$ cat config.mk
export PLATFORM = sky130hd
export DESIGN_NAME = vga_fb_arbiter_flat
export DESIGN_NICKNAME = d
export VERILOG_FILES = /design/src/rtl/vga_fb_arbiter_if.sv /design/src/rtl/vga_fb_arbiter.sv /design/src/flat_wrapper.sv
export SDC_FILE = /design/constraint.sdc
export NUM_CORES = 1
export LEC_CHECK = 0
export CAP_MARGIN = 20
export CORE_UTILIZATION = 41
export CTS_BUF_LIST = sky130_fd_sc_hd__clkbuf_4 sky130_fd_sc_hd__clkbuf_8 sky130_fd_sc_hd__clkbuf_16
export CTS_CLUSTER_SIZE = 20
export DETAILED_ROUTE_END_ITERATION = 10
export PLACE_DENSITY = 0.84
export REMOVE_ABC_BUFFERS = 1
export SYNTH_ARGS = -nofsm -noshare
export SYNTH_HDL_FRONTEND = slang
export SYNTH_SLANG_ARGS = --single-unit
$ cat constraint.sdc
create_clock -name vgaclk -period 7.8 [get_ports vgaclk]
set_input_delay 2.34 -clock vgaclk [delete_from_list [all_inputs] [get_ports vgaclk]]
set_output_delay 2.34 -clock vgaclk [all_outputs]
set_load 0.1 [all_outputs]
$ cat src/rtl/vga_fb_arbiter_if.sv
// Writer-side handshake into the frame-buffer arbiter.
// Ports: wr_valid/wr_ready, wr_x (column), wr_y (row), wr_data (pixel).
interface vga_fb_arbiter_if;
  logic       wr_valid;
  logic       wr_ready;
  logic [7:0] wr_x;
  logic [6:0] wr_y;
  logic [7:0] wr_data;

  modport master (
    output wr_valid, wr_x, wr_y, wr_data,
    input  wr_ready
  );

  modport slave (
    input  wr_valid, wr_x, wr_y, wr_data,
    output wr_ready
  );
endinterface

$ cat src/rtl/vga_fb_arbiter.sv
// Shares one sync-read frame-buffer RAM between VGA scan-out and a writer.
// Ports: vgaclk/rst, hc/vc in, pixel/frame_start out, wr (handshake),
//        ram_addr/ram_we/ram_wdata/ram_rdata (RAM), oob_count (drops).
module vga_fb_arbiter #(
  parameter int FB_W   = 160,
  parameter int FB_H   = 120,
  parameter int ADDR_W = 15
) (
  input  logic              vgaclk,
  input  logic              rst,
  input  logic [9:0]        hc,
  input  logic [9:0]        vc,
  output logic [7:0]        pixel,
  output logic              frame_start,
  vga_fb_arbiter_if.slave   wr,
  output logic [ADDR_W-1:0] ram_addr,
  output logic              ram_we,
  output logic [7:0]        ram_wdata,
  input  logic [7:0]        ram_rdata,
  output logic [15:0]       oob_count
);

  // Row stride of 160 = 128 + 32, so no multiplier is needed.
  function automatic logic [ADDR_W-1:0] fb_addr(
    input logic [6:0] y,
    input logic [7:0] x
  );
    return ADDR_W'({y, 7'b0}) + ADDR_W'({y, 5'b0}) + ADDR_W'(x);
  endfunction

  logic        wrap;
  logic [9:0]  hn;
  logic [9:0]  vn;
  logic        active;
  logic        read_slot;
  logic        in_range;
  logic        xfer;
  logic        wr_hit;
  logic        rd_pend;
  logic        act_pend;

  // Lookahead two clocks ahead so the sync-read RAM lands on time.
  always_comb begin
    wrap      = (hc >= 10'd798);
    hn        = wrap ? (hc - 10'd798) : (hc + 10'd2);
    vn        = vc;
    if (wrap)
      vn = (vc == 10'd524) ? 10'd0 : (vc + 10'd1);
    active    = (hn < 10'd640) && (vn < 10'd480);
    read_slot = active && (hn[1:0] == 2'b00);
  end

  always_comb begin
    in_range    = (32'(wr.wr_x) < FB_W) && (32'(wr.wr_y) < FB_H);
    wr.wr_ready = ~rst & ~read_slot;
    xfer        = wr.wr_valid & wr.wr_ready;
    wr_hit      = xfer & in_range;
  end

  always_comb begin
    ram_addr  = '0;
    ram_we    = 1'b0;
    ram_wdata = 8'h00;
    unique case (1'b1)
      read_slot: ram_addr = fb_addr(vn[8:2], hn[9:2]);
      wr_hit: begin
        ram_addr  = fb_addr(wr.wr_y, wr.wr_x);
        ram_we    = 1'b1;
        ram_wdata = wr.wr_data;
      end
      default: ;
    endcase
  end

  // Pixel holds between reads; blanks to 0 outside the active area.
  always_ff @(posedge vgaclk) begin
    if (rst) begin
      rd_pend     <= 1'b0;
      act_pend    <= 1'b0;
      pixel       <= 8'h00;
      frame_start <= 1'b0;
      oob_count   <= 16'h0000;
    end else begin
      rd_pend     <= read_slot;
      act_pend    <= active;
      frame_start <= (hc == 10'd0) && (vc == 10'd480);
      if (rd_pend)
        pixel <= ram_rdata;
      else if (!act_pend)
        pixel <= 8'h00;
      if (xfer && !in_range && oob_count != 16'hFFFF)
        oob_count <= oob_count + 16'd1;
    end
  end

endmodule

$ cat src/flat_wrapper.sv
// flat-port wrapper written by rule: the top's interface ports become plain ports
module vga_fb_arbiter_flat 
#(
  parameter int FB_W   = 160,
  parameter int FB_H   = 120,
  parameter int ADDR_W = 15
)
  (vgaclk, rst, hc, vc, pixel, frame_start, ram_addr, ram_we, ram_wdata, ram_rdata, oob_count, wr_wr_valid, wr_wr_x, wr_wr_y, wr_wr_data, wr_wr_ready);
  vga_fb_arbiter_if wr_i ();
  input  logic vgaclk;
  input  logic rst;
  input  logic [9:0] hc;
  input  logic [9:0] vc;
  output logic [7:0] pixel;
  output logic frame_start;
  output logic [ADDR_W-1:0] ram_addr;
  output logic ram_we;
  output logic [7:0] ram_wdata;
  input  logic [7:0] ram_rdata;
  output logic [15:0] oob_count;
  input wire logic [$bits(wr_i.wr_valid)-1:0] wr_wr_valid;
  input wire logic [$bits(wr_i.wr_x)-1:0] wr_wr_x;
  input wire logic [$bits(wr_i.wr_y)-1:0] wr_wr_y;
  input wire logic [$bits(wr_i.wr_data)-1:0] wr_wr_data;
  output wire logic [$bits(wr_i.wr_ready)-1:0] wr_wr_ready;
  assign wr_i.wr_valid = wr_wr_valid;
  assign wr_i.wr_x = wr_wr_x;
  assign wr_i.wr_y = wr_wr_y;
  assign wr_i.wr_data = wr_wr_data;
  assign wr_wr_ready = wr_i.wr_ready;
  vga_fb_arbiter #(.FB_W(FB_W), .FB_H(FB_H), .ADDR_W(ADDR_W)) u_core (.vgaclk(vgaclk), .rst(rst), .hc(hc), .vc(vc), .pixel(pixel), .frame_start(frame_start), .wr(wr_i), .ram_addr(ram_addr), .ram_we(ram_we), .ram_wdata(ram_wdata), .ram_rdata(ram_rdata), .oob_count(oob_count));
endmodule
Word level (Yosys, flattened, before mapping)
Cells that the tools add are included.
{"block": "word_totals", "wordCells": 44, "inputBits": 54, "register_bits": 27, "out_inout_bits": 50}
{"block": "classes", "add_sub_neg": 8, "eq_ne": 4, "magnitude_cmp": 5, "reduce_logical": 9, "bitwise_logic": 5, "muxes": 8}
{"op": "$add 14x12->15", "n": 2}
{"op": "$add 15x8->15", "n": 2}
{"op": "$mux 10", "n": 3}
{"op": "$pmux 15 s2", "n": 1}
{"op": "$mux 8", "n": 3}
{"op": "$add 16x1->16 const B", "n": 1}
{"op": "$ne 16x16->1 const B", "n": 1}
{"op": "$add 10x1->10 const B", "n": 1}
{"op": "$add 10x2->10 const B", "n": 1}
{"op": "$eq 10x10->1 const B", "n": 1}
{"op": "$eq 10x9->1 const B", "n": 1}
{"op": "$ge 10x10->1 const B", "n": 1}
{"op": "$logic_not 10->1", "n": 1}
{"op": "$lt 10x10->1 const B", "n": 1}
{"op": "$lt 10x9->1 const B", "n": 1}
{"op": "$sub 10x10->10 const B", "n": 1}
{"op": "$lt 8x8->1 const B", "n": 1}
{"op": "$lt 7x7->1 const B", "n": 1}
{"op": "$logic_and 1x1->1", "n": 6}
{"op": "$and 1x1->1", "n": 3}
{"op": "$logic_not 2->1", "n": 1}
{"op": "$ne 2x1->1 const B", "n": 1}
{"op": "$not 1->1", "n": 2}
{"op": "$logic_not 1->1", "n": 1}
{"op": "$mux 1", "n": 1}

Depth between registers and ports, before layout
Gate-level depths: netlist (run 1).
{"block": "logic_depth", "word_depth": 11, "depth_mapped": 18}

Least setup slack after synthesis (run 1)
Ideal clock, no wire load.
{"block": "synth_timing", "kind": "input -> output", "from": "input hc[6]", "to": "output ram_addr[13]", "slack_ps": -1276, "arrival_time_ps": 6736, "cell_stages": 14, "required_time_ps": 5460, "path_cell_list": "clkbuf_1 nor3_1 a21oi_1 clkbuf_1 nand2b_1 o31ai_1 fa_1 ha_1 a21o_1 a21oi_1 o21ai_0 o41ai_1 xor2_1 o22ai_1"}
{"block": "synth_between", "elab_chain_cells": 10}
{"element": "start: declaration", "line_no": "flat_wrapper.sv:12", "text": "input logic [9:0] hc;"}
{"element": "branches (longest 9 deep; another with $add 14x12->15)"}
{"element": "$pmux 15 s2 *", "line_no": "vga_fb_arbiter.sv:64", "text": "unique case (1'b1)"}
{"element": "end: declaration", "line_no": "flat_wrapper.sv:16", "text": "output logic [ADDR_W-1:0] ram_addr;"}
Every way passes the cells marked *.

Worst setup path after layout (run 1)
{"block": "layout_timing", "from": "input hc[2]", "to": "output ram_addr[12]"}
The elaborated chain is that of the path after synthesis.

==> impl_results.md, run 1 <==
- Placed Area: 4632 um^2
- Seq cells post-synth: 27
- Synth top area cells: dfxtp_1 19%, ha_1 12%, nor2_1 5.2%
- Post-synthesis mux area share: 3.099%
- Worst-Margin Slew: 1.100 ns
- Final setup skew: around 0.0043 ns
- Initial Utilization: 42.43%
- Leak pwr: between 2 and 2.5 nW
- Final Hold Fails: 0
- Synth Warn #: 0
- Met2 GRT Util: 48.00%
- Placed cell count: 601
- Layout area overhead: 71.02%
- First-pass iteration count of the detailed router: 5
- GR peak layer: met2
- XOR/XNOR share of the synthesized area: 3.972%
- Met1 GRT Util: ~30%
- First-pass GRT wire length: between 15 and 20 mm
- Ys flop type: dfxtp_1
- Crit Reg-Reg Startpoint: u_core.oob_count[0]$_SDFFE_PP0P_
- CTS buffer count: 3
- Synthesized area: between 2000 and 3000 um^2
- # hold bufs at CTS: 0
- Critical path's largest stage delay: 0.38 ns
- GRT Util Overall: 25.31%
- Pwr dens: 105.3 nW/um^2
- Core area: just under 7000 um^2
- Layout cells sized above 1: around 30%
- Row cnt: 30
- Setup ws final: -0.08759 ns
- Final ANT Viol Nets: 0
- Vias/cell: ~5.7
- # fillers: 492
- Final hold slack: roughly 0.52 ns
- GRT overflow: 0
- Number of flops mapped to enable cells by yosys: 0
- Sink Count: 27
- Synth area leader: dfxtp_1
- PortBufs: 103
- Post-route cell area: between 4000 and 5000 um^2
- Fin nets: between 600 and 700
- Total power: roughly 0.52 mW
- Critical Path Fanout Max: 4
- Critical path class: in2out
- Simple-gate share of the synthesized area: 31.51%
- M3 GR Usage: 3.465%
- CTS tree: yes
- Fin util: 72.56%
- Relative slew slack: 26.00%
- Hold Path Origin: u_core.oob_count[1]$_SDFFE_PP0P_
- Crit end category: output pin
- Final Cycle Share: 101.1%
- Startpoint types: input port
- Synth Area in Compound Gates: 21.87%
- Die width: 85.62 um
- Distinct cell type count after synthesis: 54
- Synth top area share: a little under a fifth
- HPWL after DPL: between 6 and 7 mm
- Routed vias: 3,495
- Fmax: around 130 MHz
- Hold Path Class: reg2reg
- Starting DRT DRC Count: between 100 and 150
- Worst path most repeated cell: ha_4
- CP cell instances: clkdlybuf4s15_2 -> ha_2 -> and3_4 -> buf_4 -> and4_4 -> or3_4 -> nand2_2 -> ha_4 -> ha_4 -> inv_2 -> fa_2 -> nor2b_1 -> o21ai_1 -> a21boi_1 -> o21a_1 -> nor3_2 -> or2_4 -> o32ai_4 -> buf_12
- Vias in the first global route: 3,440
- Maximum VDD drop: just under 0.08 mV
- Slowest-stage cell, CP: fa_2
- Final non-filler cell total: 612
- Max Slew Vio Count: 0
- Post-Route WL: 9.495 mm
- Placement Setup Slack: -0.7865 ns
- DRC viols: 0
- Violated checks: setup timing
- DIE AREA: 7330 um^2
- Max Root-Sink Buffers: 2
- CTS root buffer: clkbuf_8
- Initial antenna violation count: 0
- Largest net degree at the start of global routing: 36
- Worst-Skew Late Latency: 0.27 ns
- Sequential fraction of the synthesis area: 18.86%
- RD Place Congestion: 0.8707
- Htree depth: 1
- Drt wl/cell: 15.51 um
- Clock-pin slew on the worst setup and hold paths: 0.09 ns
- Setup TNS: -0.1337 ns
- Outcome: finished, violations left
- RSZ-0062 raised after global routing: yes
- I/O Pins: 104
- Fin crit period: 7.888 ns
- Antenna diode count: 0
- Die Y: 85.62 um
- Arrival time at the worst endpoint: 5.55 ns
- Syn Area/Cell: ~7.6 um^2
- Setup Viol. Count Final: 2
- Adder-Cell Fraction of Synth Area: 15.02%
- Synth Instances: 375
- Largest family of logic cells by synthesized area: simple AND/OR/NAND/NOR gates
- Post-synth ARST share: 0%
- Worst endpoint required time: 5.46 ns
- Worst Setup SP: hc[2]
- Max-cap check violation count: 0
[path summary, 6_finish.rpt]
| check | slack (ns) | cells after the start | end |
|---|---|---|---|
| max reg2reg | 4.90 | 8 | u_core.oob_count[9]$_SDFFE_PP0P_ |
| min reg2reg | 0.52 | 2 | u_core.oob_count[1]$_SDFFE_PP0P_ |
| max | -0.09 | 19 | ram_addr[12] |
| min | 0.52 | 2 | u_core.oob_count[1]$_SDFFE_PP0P_ |
[critical path, delay by kind of cell]
family          cells  cell delay, ns
simple gates        7            1.27
fa+ha+maj           4            0.84
buf+inv             4            0.60
compound gates      4            0.49
[power breakdown]
| part | total, mW | switching, mW | internal [mW] |
|---|---|---|---|
| clock network | 0.0806 | 0.0443 | 0.0363 |
| logic | 0.294 | 0.165 | 0.130 |
| registers | 0.141 | 0.00208 | 0.139 |
| total | 0.516 | 0.211 | 0.305 |
[area by class of cell]
| type | instances | area (um^2) | share of cell area, % |
|---|---|---|---|
| Multi-Input combinational cell | 312 | 2355 | 48.03 |
| Timing Repair Buffer | 172 | 1789 | 36.50 |
| Sequential cell | 27 | 540.5 | 11.03 |
| Tap cell | 80 | 100.1 | 2.042 |
| Inverter | 17 | 68.82 | 1.404 |
| Clock buffer | 3 | 41.29 | 0.8423 |
| Clock inverter | 1 | 7.507 | 0.1531 |
[synth_stat cells, drive strengths merged (2+ instances only)]
cell and count:
nor2 41, nand2 34, ha 28, dfxtp 27, o21ai 25, a21oi 16
inv 16, clkbuf 14, nor3 14, and3 13, and2 10, nand3 10
nor2b 10, xor2 9, mux2 7, o21a 7, or3 7, a22o 6
nor4 6, o22ai 6, a311oi 5, and4 5, buf 5, a31oi 4
fa 4, nand4 4, o31ai 4, xnor2 4, a21o 3, and4b 3
nand2b 3, o41ai 3, a21boi 2, a41o 2, a41oi 2, o32ai 2
or2 2, or4 2, or4b 2
[routing by layer]
| metal | vias to the layer above | routed length (um) |
|---|---|---|
| met5 | - | 0 |
| met4 | 0 | 180 |
| met3 | 18 | 576 |
| met1 | 1641 | 3859 |
| met2 | 148 | 4878 |
| li1 | 1688 | - |
[kinds of logic (layout without fill, tap and decap cells)]
logic type                 Yosys count  count (layout)
muxes                                8               8
DFF                                 27              27
and+or+nand+nor                    169             169
AOI/OAI and AO/OA                   90              90
buffers and inverters               36             193
adders and majority gates           32              32
xor gates and xnor gates            13              13
[sequential cells by signal, indices dropped and copies added, names as in the netlist]
name and cells:
u_core.oob_count 16, u_core.rd_pend 1, u_core.pixel 8, u_core.frame_start 1
u_core.act_pend 1
[what timing repair did]
action / CTS / global route
buffers inserted: 5 / 2
pin swaps: 29 / 9
endpoints found under the setup margin: 23 / 5
resized for setup: 89 / 8
[cell usage in the layout, fill, tap and decap left out, drive strengths merged, types with 3 or more instances in the layout]
| cell type | Yosys | routed |
|---|---|---|
| o21a | 7 | 7 |
| nand2b | 3 | 3 |
| xnor2 | 4 | 4 |
| inv | 16 | 16 |
| a31oi | 4 | 4 |
| ha | 28 | 28 |
| o31ai | 4 | 4 |
| and2 | 10 | 10 |
| a22o | 6 | 6 |
| and4 | 5 | 5 |
| o22ai | 6 | 6 |
| nor4 | 6 | 6 |
| mux2 | 7 | 7 |
| nand4 | 4 | 4 |
| a311oi | 5 | 5 |
| nor2b | 10 | 10 |
| dlygate4sd2 | 0 | 10 |
| dfxtp | 27 | 27 |
| xor2 | 9 | 9 |
| fa | 4 | 4 |
| or3 | 7 | 7 |
| buf | 5 | 100 |
| nor3 | 14 | 14 |
| o41ai | 3 | 3 |
| and3 | 13 | 13 |
| clkbuf | 14 | 4 |
| nor2 | 41 | 41 |
| nand3 | 10 | 10 |
| o21ai | 25 | 25 |
| clkdlybuf4s50 | 0 | 59 |
| a21o | 3 | 3 |
| nand2 | 34 | 34 |
| a21oi | 16 | 16 |
| and4b | 3 | 3 |
No activity file was read; power rests on OpenSTA's default activity.
==> run 2: changes to the inputs <==
- ABC_CLOCK_PERIOD_IN_PS: default -> 7800
- PLACE_DENSITY: 0.84 -> 0.85
==> impl_results.md, run 2 (synthesis results as in run 1) <==
- Reg2Reg Setup Slack: a little over 5 ns
- Largest register FFs: 16
- CTS root buffer: clkbuf_8
- Switching power: 0.2175 mW
- Commonest non-fill, non-tap cell in the layout: buf_4
- # hold bufs at CTS: 0
- Fmax: approximately 120 MHz
- CTS buffer count: 3
- Drt wl/cell: around 15 um
- Flop pwr share: between 20% and 30%
- Setup TNS: -0.6345 ns
- Largest regs: u_core.oob_count (16), u_core.pixel (8)
- Final ANT Viol Nets: 0
- CP cell instances: dlygate4sd2_1 -> ha_2 -> and3_4 -> buf_4 -> buf_4 -> nor4_1 -> o21ai_1 -> nand2_2 -> ha_4 -> ha_4 -> inv_2 -> fa_2 -> nor2b_1 -> o21ai_1 -> a21boi_1 -> o21a_1 -> nor3_2 -> or2_4 -> o32ai_4 -> buf_12
- Largest net degree at the start of global routing: 36
- Critical path class: in2out
- First-pass GRT wire length: 14.94 mm
- HPWL after DPL: 6.891 mm
- Slowest-stage cell, CP: fa_2
- Die Y: approximately 86 um
- Initial Utilization: 42.43%
- Sink Count: 27
- Power share of the combinational group: roughly three fifths
- Core area: 6756 um^2
- GRT overflow: 0
- Startpoint types: input port
- Internal power: 0.3120 mW
- Layout cells sized above 1: 30.02%
- PortBufs: 103
- Crit end category: output pin
- Maximum VDD drop: between 0.06 and 0.07 mV
- CTS tree: yes
- Die width: about 86 um
- Critical Path Fanout Max: 3
- DRC viols: 1
- Leak pwr: 2.090 nW
- Fin crit period: 8.014 ns
- Critical path's largest stage delay: just under 0.4 ns
- Sw frac: between 40% and 50%
- Layout area overhead: 72.94%
- DIE AREA: 7330 um^2
- Commonest non-fill, non-tap cells in the layout: 66 x buf_4, 59 x clkdlybuf4s50_1, 39 x nor2_1, 31 x nand2_1, 27 x dfxtp_1
- Final Hold Fails: 0
- Post-route cell area: 4957 um^2
- Violated checks: DRC, setup timing
- Hold Path Class: reg2reg
- Antenna diode count: 0
- Post-Route WL: ~9.5 mm
- Outcome: finished, violations left
- Setup Viol. Count Final: 4
- Clock network fraction of design power: 15.1%
- Setup ws final: -0.2142 ns
- I/O Pins: 104
- Worst-Margin Slew: 1.016 ns
- Row cnt: 30
- Worst endpoint required time: between 5 and 6 ns
- RD Place Congestion: slightly below 0.9
- Routed vias: 3,499
- Clock-pin slew on the worst setup and hold paths: roughly 0.10 ns
- Max Root-Sink Buffers: 2
- GRT Util Overall: 24.61%
- Final setup skew: 0.008807 ns
- Max-cap check violation count: 0
- Vias/cell: approximately 5.7
- RSZ-0062 raised after global routing: yes
- Worst-Skew Late Latency: 0.28 ns
- Fin util: 73.37%
- Arrival time at the worst endpoint: between 5 and 6 ns
- Relative slew slack: about a third
- Final Cycle Share: 102.7%
- Max Slew Vio Count: 0
- Final non-filler cell total: 613
- Most flop-heavy register: u_core.oob_count
- Fin nets: 620
- Pwr dens: 106.8 nW/um^2
- Placed cell count: roughly 600
- First-pass iteration count of the detailed router: 8
- Vias in the first global route: between 3,000 and 4,000
- Htree depth: 1
- Placed Area: around 4600 um^2
- Starting DRT DRC Count: around 120
- Initial antenna violation count: 0
[run 2: cell types whose count changed in the layout (fill, tap and decap cells not counted), moves of 2 or more]
cell / delta
or3_1: +2
o22ai_1: -2
ha_1: -3
or3_4: -2
o21ai_1: +3
ha_4: +3
o21ai_0: -3
buf_6: +3
clkdlybuf4s15_2: -2
buf_2: -4
o22ai_2: +2
dlygate4sd2_1: +3
[run 2: metal layers]
layer  track usage [%]  vias up  part of all wire [%]
met2             45.82      132                    52
met5                 0        -                     0
met3             2.984       26                   5.0
li1                  -     1689                     -
met4             7.879        0                   2.7
met1             29.25     1652                    40
[run 2: path summary, 6_finish.rpt]
path	startpoint	to	cells past startpoint
max	hc[1]	ram_addr[12]	20
min	u_core.oob_count[1]$_SDFFE_PP0P_	u_core.oob_count[1]$_SDFFE_PP0P_	2
max reg2reg	u_core.oob_count[0]$_SDFFE_PP0P_	u_core.oob_count[9]$_SDFFE_PP0P_	8
min reg2reg	u_core.oob_count[1]$_SDFFE_PP0P_	u_core.oob_count[1]$_SDFFE_PP0P_	2
[run 2: layout make-up]
| class | instances | area [um^2] |
|---|---|---|
| fillers | 473 | 1799 |
| repair buffers | 173 | 1794 |
| clock inverters | 1 | 5.005 |
| flip-flops and latches | 27 | 540.5 |
| multi-input cells | 312 | 2407 |
| well taps | 80 | 100.1 |
| inverters | 17 | 68.82 |
| clock buffers | 3 | 41.29 |
[run 2: critical path: cells and delay by family]
family,cells,cell delay (ns)
buffers and inverters,5,0.78
adders and majority gates,4,0.87
AOI/OAI and AO/OA,5,0.68
and+or+nand+nor,6,0.98
[run 2: timing repair]
action	in CTS	in global routing
setup buffers	13	2
endpoints found under the setup margin	23	5
gates resized for setup	84	15
pin swaps	26	18
hold endpoints to repair	0	0
[run 2: metrics by stage]
stage	power [mW]	worst slack, ns	hold WS (ns)
floorplan	0.2951	-1.186	0.6340
global placement	0.4132	-0.6486	0.4744
detailed placement	0.4196	-0.8188	0.4842
CTS	0.5185	-0.1494	0.5008
global route	0.5548	-0.3365	0.5440
finish	0.5295	-0.2142	0.4975
[run 2: power by group through the flow]
| stage | combinational [mW] | sequential, mW | clock [mW] |
|---|---|---|---|
| floorplan | 0.144 | 0.152 | 0 |
| global placement | 0.269 | 0.144 | 0 |
| detailed placement | 0.275 | 0.145 | 0 |
| CTS | 0.295 | 0.141 | 0.0822 |
| global route | 0.325 | 0.142 | 0.0875 |
| finish | 0.308 | 0.141 | 0.0799 |
